--- src/rtl/demux_pkg.sv ---
// Shared definitions for the 1:4 stream demux: lane index type, lane
// constants and the inverted sel-to-lane decode.
package demux_pkg;

  typedef logic [1:0] lane_t;

  localparam lane_t LANE0 = 2'd0;
  localparam lane_t LANE1 = 2'd1;
  localparam lane_t LANE2 = 2'd2;
  localparam lane_t LANE3 = 2'd3;

  // Select encoding is inverted: 2'b11 addresses lane 0, 2'b00 lane 3.
  function automatic lane_t sel_to_lane(input logic [1:0] sel);
    return lane_t'(~sel);
  endfunction

endpackage

--- src/rtl/demux_lane_reg.sv ---
// One-entry registered output lane with valid/ready handshake.
// Optional saturating accept counter is built when DEMUX_CNT_EN is defined.
module demux_lane_reg
  import demux_pkg::*;
#(
  parameter int W = 2
`ifdef DEMUX_CNT_EN
  , parameter int CNT_W = 8
`endif
) (
  input  logic             clk,
  input  logic             rst,
  input  logic             load,
  input  logic [W-1:0]     din,
  input  logic             ready,
  output logic [W-1:0]     data,
  output logic             valid
`ifdef DEMUX_CNT_EN
  , output logic [CNT_W-1:0] cnt
`endif
);

  logic [W-1:0] data_reg;
  logic         valid_reg;

  // A load wins over a drain, so a simultaneous drain+load keeps valid high.
  always_ff @(posedge clk) begin
    if (rst) begin
      data_reg  <= '0;
      valid_reg <= 1'b0;
    end else if (load) begin
      data_reg  <= din;
      valid_reg <= 1'b1;
    end else if (valid_reg && ready) begin
      valid_reg <= 1'b0;
    end
  end

  assign data  = data_reg;
  assign valid = valid_reg;

`ifdef DEMUX_CNT_EN
  logic [CNT_W-1:0] cnt_reg;

  always_ff @(posedge clk) begin
    if (rst) begin
      cnt_reg <= '0;
    end else if (load && (cnt_reg != {CNT_W{1'b1}})) begin
      cnt_reg <= cnt_reg + 1'b1;
    end
  end

  assign cnt = cnt_reg;
`endif

endmodule

--- src/rtl/demux1_4_stream.sv ---
// 1:4 stream demultiplexer with per-lane one-entry registered outputs.
// Per-lane transfer counters are built when DEMUX_CNT_EN is defined.
module demux1_4_stream
  import demux_pkg::*;
#(
  parameter int W = 2
`ifdef DEMUX_CNT_EN
  , parameter int CNT_W = 8
`endif
) (
  input  logic             clk,
  input  logic             rst,
  input  logic [W-1:0]     din,
  input  logic [1:0]       sel,
  input  logic             in_valid,
  output logic             in_ready,
  output logic [W-1:0]     d0,
  output logic [W-1:0]     d1,
  output logic [W-1:0]     d2,
  output logic [W-1:0]     d3,
  output logic [3:0]       out_valid,
  input  logic [3:0]       out_ready
`ifdef DEMUX_CNT_EN
  , output logic [CNT_W-1:0] cnt0,
  output logic [CNT_W-1:0] cnt1,
  output logic [CNT_W-1:0] cnt2,
  output logic [CNT_W-1:0] cnt3
`endif
);

  lane_t        lane;
  logic         accept;
  logic [W-1:0] lane_data [4];
`ifdef DEMUX_CNT_EN
  logic [CNT_W-1:0] lane_cnt [4];
`endif

  // Readiness depends only on the addressed lane, never on in_valid.
  assign lane     = sel_to_lane(sel);
  assign in_ready = !out_valid[lane] || out_ready[lane];
  assign accept   = in_valid && in_ready;

  generate
    for (genvar gi = 0; gi < 4; gi++) begin : g_lane
      demux_lane_reg #(
        .W     (W)
`ifdef DEMUX_CNT_EN
        , .CNT_W (CNT_W)
`endif
      ) u_lane (
        .clk   (clk),
        .rst   (rst),
        .load  (accept && (lane == lane_t'(gi))),
        .din   (din),
        .ready (out_ready[gi]),
        .data  (lane_data[gi]),
        .valid (out_valid[gi])
`ifdef DEMUX_CNT_EN
        , .cnt (lane_cnt[gi])
`endif
      );
    end
  endgenerate

  assign d0 = lane_data[LANE0];
  assign d1 = lane_data[LANE1];
  assign d2 = lane_data[LANE2];
  assign d3 = lane_data[LANE3];

`ifdef DEMUX_CNT_EN
  assign cnt0 = lane_cnt[LANE0];
  assign cnt1 = lane_cnt[LANE1];
  assign cnt2 = lane_cnt[LANE2];
  assign cnt3 = lane_cnt[LANE3];
`endif

endmodule

--- config.mk ---
export PLATFORM = sky130hd
export DESIGN_NAME = demux1_4_stream
export DESIGN_NICKNAME = d
export VERILOG_FILES = /design/src/rtl/demux_pkg.sv /design/src/rtl/demux_lane_reg.sv /design/src/rtl/demux1_4_stream.sv
export SDC_FILE = /design/constraint.sdc
export NUM_CORES = 1
export LEC_CHECK = 0
export CORE_AREA = 2 2 39 41
export DETAILED_ROUTE_END_ITERATION = 6
export DIE_AREA = 0 0 41 43
export GPL_TIMING_DRIVEN = 0
export HOLD_SLACK_MARGIN = 0.12
export PLACE_DENSITY = 0.75
export SLEW_MARGIN = 20
export SYNTH_ARGS = -nofsm -noshare
export SYNTH_HDL_FRONTEND = slang
export SYNTH_HIERARCHICAL = 1
export SYNTH_SLANG_ARGS = --single-unit
--- constraint.sdc ---
create_clock -name clk -period 2.75 [get_ports clk]
set_input_delay 0.275 -clock clk [delete_from_list [all_inputs] [get_ports clk]]
set_output_delay 0.275 -clock clk [all_outputs]
set_load 0.1 [all_outputs]
==> Word-level counts from Yosys, hierarchy flattened <==
Index checks and enable logic that the tools add are counted.
{ "totals": {"regBits": 12, "inputBits": 11, "out_inout_bits": 13, "word_cells": 41} }
{ "classes": {"order_cmp": 1, "eq_ne": 3, "mux": 12, "bitwise_logic": 1, "reduce_logical": 16} }
{ "op_table": {"columns": ["cell", "n"], "rows": [
  ["$mux W1", 10],
  ["$logic_and A1 B1 Y1", 9],
  ["$reduce_bool A2 Y1", 4],
  ["$bmux W1 S2", 2],
  ["$eq A2 B2 Y1 const B", 2],
  ["$lt A2 B3 Y1 const B", 1],
  ["$eq A2 B1 Y1 const B", 1],
  ["$logic_not A2 Y1", 1],
  ["$not A2 Y2", 1],
  ["$logic_not A1 Y1", 1],
  ["$logic_or A1 B1 Y1", 1]
]} }

==> Logic depth before layout (Yosys ltp) <==
Gate-level depths: netlist of the first run.
{ "logic_depth": {"ltp_word": 8, "mapped_depth": 4, "depth_no_buf": 4} }

==> Cells and area by module <==
Netlist of the first run, hierarchy kept.
{ "modules_own_cells": {"columns": ["module", "n_inst", "cells_per_inst", "area_each_um2", "seq_area_each_um2"], "rows": [
  ["demux_lane_reg", 4, 10, 102.6, 60.1],
  ["demux1_4_stream", 1, 9, 101.3, 0.0]
]} }

==> Least setup slack after synthesis of the first run <==
OpenSTA, ideal clock, no wires.
{ "synth_timing": {"path_type": "register -> output", "startpoint": "register g_lane[3].u_lane.valid_reg", "endpoint": "output in_ready", "t_arrival_ns": 1.823, "t_required_ns": 2.475, "setup_slack_ns": 0.652, "stages_incl_launch_ff": 3, "path_buffers": 0, "path_cell_list": "dfxtp_1 nand2b_1 mux4_2"} }
{ "synth_between": {"elab_chain_len": 4} }
{ "synth_rtl": {"columns": ["item", "line", "text"], "rows": [
  ["start, declared", "demux_lane_reg.sv:24", "logic valid_reg;"],
  ["start signal, assigned", "demux_lane_reg.sv:30", "valid_reg <= 1'b0;"],
  ["start signal, assigned", "demux_lane_reg.sv:33", "valid_reg <= 1'b1;"],
  ["start signal, assigned", "demux_lane_reg.sv:35", "valid_reg <= 1'b0;"],
  ["$bmux W1 S2", "demux1_4_stream.sv:40", "assign in_ready = !out_valid[lane] || out_ready[lane];"],
  ["$mux W1 (implied by the code)", "demux1_4_stream.sv:40", null],
  ["$logic_not A1 Y1", "demux1_4_stream.sv:40", null],
  ["$logic_or A1 B1 Y1", "demux1_4_stream.sv:40", null],
  ["end, declared", "demux1_4_stream.sv:16", "output logic in_ready,"]
]} }
Every way passes these cells. The select of a mux whose other input is x is not followed.

==> Worst setup path in the final report of the first run <==
{ "layout_timing": {"startpoint": "input sel[1]", "endpoint": "output in_ready"} }
{ "layout_between": {"elab_chain_len": 5, "word_cells_on_any_way": 7, "classes_between": "mux: 4; bitwise: 1; reduce/logical: 2"} }
{ "layout_rtl": {"columns": ["item", "line", "text"], "rows": [
  ["start, declared", "demux1_4_stream.sv:14", "input logic [1:0] sel,"],
  ["$not A2 Y2 (*)", "demux_pkg.sv:14", "return lane_t'(~sel);"],
  ["$bmux W1 S2", "demux1_4_stream.sv:40", null],
  ["$mux W1 (implied by the code)", "demux1_4_stream.sv:40", null],
  ["$logic_not A1 Y1", "demux1_4_stream.sv:40", null],
  ["$logic_or A1 B1 Y1 (*)", "demux1_4_stream.sv:40", null]
]} }
Every way passes the cells marked *; elsewhere a longest branch is shown, timed or not. The select of a mux whose other input is x is not followed.

==> results of run 1 <==
-- power breakdown --
group | leakage, nW | total [mW] | switching (mW) | internal (mW)
Clock | 0.0210 | 0.143 | 0.0623 | 0.0804
Sequential | 0.0976 | 0.184 | 0.00398 | 0.180
Combinational | 0.172 | 0.100 | 0.0655 | 0.0348
Total | 0.291 | 0.427 | 0.132 | 0.295
-- stage by stage --
| step | hold slack, ns | util [%] | instances |
|---|---|---|---|
| 6_report | 0.497 | 57.7 | 92 |
| 5_1_grt | 0.532 | 57.7 | 92 |
| 3_3_place_gp | 0.471 | 55.1 | 88 |
| 2_1_floorplan | 0.344 | - | 49 |
| 3_5_place_dp | 0.483 | 55.1 | 88 |
| 4_1_cts | 0.503 | 57.7 | 92 |
-- cells in the final DEF, fill, tap and decap left out --
cell type                         instances
sky130_fd_sc_hd__inv_1                    4
sky130_fd_sc_hd__dfxtp_1                 12
sky130_fd_sc_hd__and4b_1                  2
sky130_fd_sc_hd__clkbuf_8                 1
sky130_fd_sc_hd__mux2i_1                  8
sky130_fd_sc_hd__nand2b_4                 2
sky130_fd_sc_hd__mux4_2                   1
sky130_fd_sc_hd__and4_1                   1
sky130_fd_sc_hd__nor2_1                   8
sky130_fd_sc_hd__nand2b_1                 6
sky130_fd_sc_hd__nor4bb_1                 1
sky130_fd_sc_hd__clkdlybuf4s50_1         23
sky130_fd_sc_hd__clkbuf_4                 3
sky130_fd_sc_hd__a21oi_1                  4
-- area by class of cell --
cell class	count	area, um^2	share of cell area, %
clock buffer	4	36.3	4.55
multi-input combinational	33	256	32.1
timing repair buffer	23	230	28.8
tap	16	20.0	2.51
sequential	12	240	30.1
inverter	4	15.0	1.88
-- cells by family (layout without fill, tap and decap cells) --
family	count (synthesis)	count (layout)	synth area share [%]
mux	9	9	20.0
compound gates	4	4	3.91
buf+inv	4	31	2.93
flops	12	12	46.9
simple gates	20	20	26.2
-- routing by layer --
layer	up-vias	routed length [um]	global-route usage (%)
met5	-	0	0
met4	0	12	10.0
met3	2	76	3.14
met2	13	511	23.1
met1	190	468	15.4
li1	220	-	-
-- critical path: cells and delay by family --
kind | cells | cell delay, ns
buffers and inverters | 2 | 1.53
multiplexers | 1 | 0.51
-- worst paths after layout --
kind                                                 end  slack (ns)
worst min-delay path              g_lane[1].u_lane/valid        0.50
worst max-delay path                            in_ready        0.16
worst max register to register  g_lane[3].u_lane/data[1]        1.38
worst min register to register    g_lane[1].u_lane/valid        0.50
==> results.md, run 1 <==
GRT:
- The sum of overflow across all layers after global routing is 0.
- The global-route wire length before repair is 1.69 mm.
- The number of antenna violations at the first check in global routing came to 0.
- The total routing usage reported by global routing is 14.3%.
- The largest net degree at the start of global routing is 13.
- The number of global-route vias before repair is 430.

Timing:
- The number of pins exceeding their max-slew limit in the final report is 0.
- In the final timing run, aggregate negative setup slack is 0 ns.
- The fraction of the cycle the final worst path needs is 94.2%.
- The shortest period the worst path allows is 2.59 ns.
- The maximum clock skew at final layout is 0.00334 ns.
- Once routing completed, OpenROAD measured the worst setup slack at 0.159 ns.
- Timing would allow up to 386 MHz.
- The final-report setup violation count is 0.
- Headroom to the max-slew limit came out at 35.4%.
- The final hold violation count is 0.
- For the pin with the worst max-slew slack, the measured transition is 0.965 ns.
- Setup repair after global routing left no endpoint under its margin.

CTS:
- The TritonCTS sink count is 12.
- Post-CTS timing repair inserted 0 buffers for setup.
- The count of instances resized after the clock tree is built is 0.
- The number of buffers added to fix hold violations after cts is 0.
- The root buffer cell is sky130_fd_sc_hd__clkbuf_4.
- The maximum root-to-sink buffer count is 2.
- The number of clock buffers inserted by TritonCTS is 3.
- TritonCTS built the clock tree.
- Clock-pin slew was measured on the worst setup and hold paths at 0.08 ns.
- CTS built an H-tree with a depth of 1.
- The later-pin clock latency in the skew report is 0.27 ns.

Drt:
- The number of design rule violations left after detail routing is 0.
- The number of nets with antenna violations after routing is 0.
- Dividing the detail-routed wire length by the instance count gives 11.6 um.
- The ratio of routed vias to standard cells is 4.62.
- The total iterations of the first detailed-routing run is 4.
- The first routing iteration left 5 violations.
- The number of vias after detailed routing is 425.
- The total wirelength of the detailed-routed design is 1.07 mm.

Synth:
- In the synthesized netlist, the number of instances is 49.
- The most used flip-flop cell after synthesis is sky130_fd_sc_hd__dfxtp_1.
- The Yosys warning count is 6.
- In the post-synthesis netlist, the biggest area contributors are sky130_fd_sc_hd__dfxtp_1 47%, sky130_fd_sc_hd__mux2i_1 16%, sky130_fd_sc_hd__nand2b_1 7.3%.
- In this run, distinct cell masters in the synthesized netlist total 11.
- The synthesized net count is 60.
- The area of the mapped netlist is 512 um^2.
- The count of flip-flops with a built-in enable after synthesis is 0.
- In this run the biggest area consumer among cell types represents 46.9% of the synthesized area.
- Each instance of the synthesized netlist takes up on average 10.4 um^2.
- In the synthesized netlist the async set-or-reset flop fraction comes to 0%.
- In this run, synthesis produced a sequential element count of 12.
- The sequential fraction of the synthesis area is 46.9%.
- Sorting the synthesized cells by how often they occur yields 12 x sky130_fd_sc_hd__dfxtp_1, 8 x sky130_fd_sc_hd__mux2i_1, 8 x sky130_fd_sc_hd__nor2_1.
- The most numerous cell in the Yosys netlist is sky130_fd_sc_hd__dfxtp_1.
- The cell type with the largest total area after synthesis is sky130_fd_sc_hd__dfxtp_1.

Placement:
- The weighted congestion reported at the end of routability-driven placement is 0.632.
- The half-perimeter wire length of the detailed placement result is 788 um.
- The worst setup slack before clock tree synthesis is 0.160 ns.
- Summing all placed instances gives a cell area of 762 um^2.
- Input and output buffers added on the ports amount to 23.

Worst setup path:
- Along the worst path, the maximum fanout reaches 5.
- The required arrival time at the worst endpoint is 2.48 ns.
- The most common cell type on the critical path is sky130_fd_sc_hd__clkdlybuf4s50_1.
- The kind of critical path is in2out.
- The kind of launch point of the worst setup path is a primary input.
- The start of the worst register-to-register path is g_lane[3].u_lane/valid.
- Traced cell by cell, the critical path runs through clkdlybuf4s50_1 -> mux4_2 -> clkdlybuf4s50_1.
- The number of cells on the worst reg-to-reg path is 4.
- STA classifies the critical path endpoint as a primary output.
- The peak per-stage delay on the critical path is 0.98 ns.
- In this run the worst setup path begins at sel[1].
- The data arrival time of the critical path is 2.32 ns.
- The slowest stage of the critical path is the sky130_fd_sc_hd__clkdlybuf4s50_1 cell.

Power:
- The design draws 427 uW.
- The worst supply voltage drop on vdd is 0.343 mV.
- The total power density per cell area is 535 mW/mm^2.
- For this design the static power due to leakage is 0.291 nW.

Cells and area:
- The total of fill cells in the finished design is 131.
- The repair_antennas step left the layout with diodes totalling 0.
- The total number of nets in the final design is 88.
- Compared with the post-synthesis result, the final layout area differs by 56.0%.
- The proportion of layout cells with a drive suffix above 1 is 9.21%.
- The register with the most flip-flops in the layout has 8 of them.
- After routing the design area is 798 um^2.

Run:
- The count of maximum capacitance violations is 0.

Worst hold path:
- The number of instances on the worst hold path is 2.
- The path class of the tightest hold or removal check is reg2reg.
- The startpoint identified for the worst hold timing path is g_lane[1].u_lane/valid.

Status:
- The flow ran to the end, and the final reports show no timing, DRC or antenna violations.

Floorplan:
- The floorplan step defined a die boundary enclosing 0.00176 mm^2.
- The floorplan has 14 rows.
- The horizontal extent of the die is 41 um.
- Pin placement for this block handled 24 I/O pins.
- After floorplanning, the core was sized to cover 0.00138 mm^2.
- The die outline height is 43 um.
- For this configuration, the core starts out at a cell density of 37.0%.
No activity file was read; power rests on OpenSTA's default activity.
==> run 2, diff against run 1 <==
--- a/config.mk
+++ b/config.mk
@@ -8,7 +8,7 @@
 export CORE_AREA = 2 2 39 41
 export DETAILED_ROUTE_END_ITERATION = 6
 export DIE_AREA = 0 0 41 43
-export GPL_TIMING_DRIVEN = 0
+export GPL_TIMING_DRIVEN = 1
 export HOLD_SLACK_MARGIN = 0.12
 export PLACE_DENSITY = 0.75
 export SLEW_MARGIN = 20
==> results.md, run 2 (synthesized netlist as in run 1, its figures left out) <==
Placement:
- Timing analysis after detailed placement gives a worst setup slack of 0.895 ns.
- Port buffering added 23 buffers.
- The half-perimeter wire length of the detailed placement result is 786 um.
- The weighted congestion reported at the end of routability-driven placement is 0.651.

Drt:
- The pre-antenna-repair detailed-routing pass consisted of 2 iterations.
- The routed length per placed instance is 11.8 um.
- The ratio of routed vias to standard cells is 4.87.
- The detailed router finished its first iteration with 3 violations.
- The number of nets with antenna violations after routing is 0.
- The detailed router placed 448 vias in this run.
- The final layout contains routed wiring with a total length of 1.08 mm.
- The number of design rule violations left after detail routing is 0.

Timing:
- Adding up every negative setup slack in the final design gives 0 ns.
- The slew of the pin with the lowest slew margin is 0.648 ns.
- The smallest clock period supported by the final layout is computed as 1.85 ns.
- The final hold violation count was 0.
- Measured against its own limit, the worst slew margin works out to 56.2%.
- The fraction of the cycle the final worst path needs is 67.4%.
- Setup repair after global routing left no endpoint under its margin.
- The final-report setup violation count is 0.
- The number of pins exceeding their max-slew limit in the final report is 0.
- After layout, the worst setup slack is 0.897 ns.
- The highest attainable clock frequency is 540 MHz.
- The maximum clock skew at final layout is 0.00590 ns.

Power:
- For this design the static power due to leakage is 0.314 nW.
- The total power density per cell area is 558 mW/mm^2.
- The design draws 427 uW.
- The worst supply voltage drop on vdd is 0.263 mV.

CTS:
- The post-CTS setup buffer count is 0.
- In this run the number of H-tree levels came out at 1.
- The clock input transition at the sequential cells of the worst setup and hold paths is 0.08 ns.
- Gates resized during post-CTS repair numbered 0.
- CTS saw 12 sinks.
- The clock reaches the later pin of the worst-skew pair after 0.28 ns.
- TritonCTS built the clock tree.
- The maximum root-to-sink buffer count is 2.
- In this run the clock root is driven by a sky130_fd_sc_hd__clkbuf_4.
- In this run, CTS created clock tree buffers numbering 3.
- The number of buffers added to fix hold violations after cts is 0.

Cells and area:
- The number of antenna diodes in the final layout is 0.
- From synthesis to final layout, the design area changed by 49.6%.
- In the layout the commonest cells are 13 x sky130_fd_sc_hd__buf_4, 12 x sky130_fd_sc_hd__dfxtp_1, 10 x sky130_fd_sc_hd__clkdlybuf4s50_1.
- The flip-flop count of the largest register, all copies and words added is 8.
- After the last flow step, the layout net total stands at 88.
- The total of fill cells in the finished design is 131.
- In the final layout, the share of cells above drive strength 1 is 26.3%.
- Leaving out fill and tap cells, the most frequent cell in the layout is sky130_fd_sc_hd__buf_4.
- The core occupancy in the finished layout is 55.3%.

Worst setup path:
- The largest driver fanout on the critical path is 5.
- The required arrival time at the worst endpoint is 2.48 ns.
- The kind of critical path is in2out.
- The number of buffer and inverter stages on the critical path is 2.
- Data on the critical path arrives at its endpoint at 1.58 ns.
- Traced cell by cell, the critical path runs through clkdlybuf4s50_1 -> mux4_2 -> buf_4.
- The critical path's top delay family is buffers and inverters.
- In this design, the stage delay of the slowest critical-path cell is 0.55 ns.
- STA classifies the critical path endpoint as a primary output.
- The worst setup path is launched from a primary input.
- The cell at the slowest stage of the critical path is sky130_fd_sc_hd__clkdlybuf4s50_1.

GRT:
- The global-route wire length before repair is 1.67 mm.
- For this run, global-route usage on met3 was measured as 3.66%.
- The met1 routing resource usage after global routing is 16.8%.
- The total routing usage reported by global routing is 14.4%.
- The number of antenna violations at the first check in global routing is 0.
- The sum of overflow across all layers after global routing is 0.
- The busiest layer in global routing is met2.
- The number of global-route vias before repair came to 401.
- Entering global routing, the biggest net connects 13 pins.
- Global routing used 20.6% of the available met2 tracks.

Floorplan:
- The number of rows in the core area is 14.
- The boundary pin count is 24.
- The initial cell density of the core is 37.0%.
- The die outline area is 0.00176 mm^2.
- The die outline height is 43 um.
- The die is 41 um wide.
- The floorplan core area is 0.00138 mm^2.

Worst hold path:
- The worst hold-check path type is reg2reg.

Status:
- The run finished with clean final reports.

Run:
- Max-cap violations in this run came to 0.
==> run 2: layout make-up <==
class                           instances  area [um^2]  area share [%]
Clock buffer                            4         36.3            4.74
Inverter                                4         15.0            1.96
Multi-Input combinational cell         33          256            33.5
Sequential cell                        12          240            31.4
Tap cell                               16         20.0            2.61
Timing Repair Buffer                   23          198            25.8
==> run 2: through the flow <==
| step | std cells | hold WS, ns | cell area (um^2) |
|---|---|---|---|
| final | 92 | 0.493 | 766 |
| after global routing | 92 | 0.536 | 766 |
| after CTS | 92 | 0.499 | 766 |
| after detailed placement | 88 | 0.488 | 729 |
| after global placement | 88 | 0.478 | 729 |
| after floorplan | 49 | 0.344 | 512 |
==> run 2: final timing paths <==
check                          from                       end  slack, ns  cells after the start
min          g_lane[1].u_lane/valid    g_lane[1].u_lane/valid       0.49                      2
max reg2reg  g_lane[3].u_lane/valid  g_lane[3].u_lane/data[1]       1.37                      4
min reg2reg  g_lane[1].u_lane/valid    g_lane[1].u_lane/valid       0.49                      2
max                          sel[1]                  in_ready       0.90                      3
==> run 2: report_power, final <==
part	total (mW)	switching, mW	internal [mW]
Sequential	0.184	0.00413	0.180
Combinational	0.0980	0.0656	0.0325
Clock	0.145	0.0643	0.0807
==> run 2: routing by layer <==
| layer | part of all wire [%] | up-vias |
|---|---|---|
| li1 | - | 222 |
| met1 | 43 | 205 |
| met2 | 43 | 16 |
| met3 | 9.1 | 5 |
| met4 | 4.0 | 0 |
| met5 | 0 | - |
==> run 2: worst register-to-register path, delay by kind of cell, from the launching register on <==
kind             cells  cell delay [ns]
DFF                  1             0.33
muxes                1             0.26
and+or+nand+nor      3             0.67
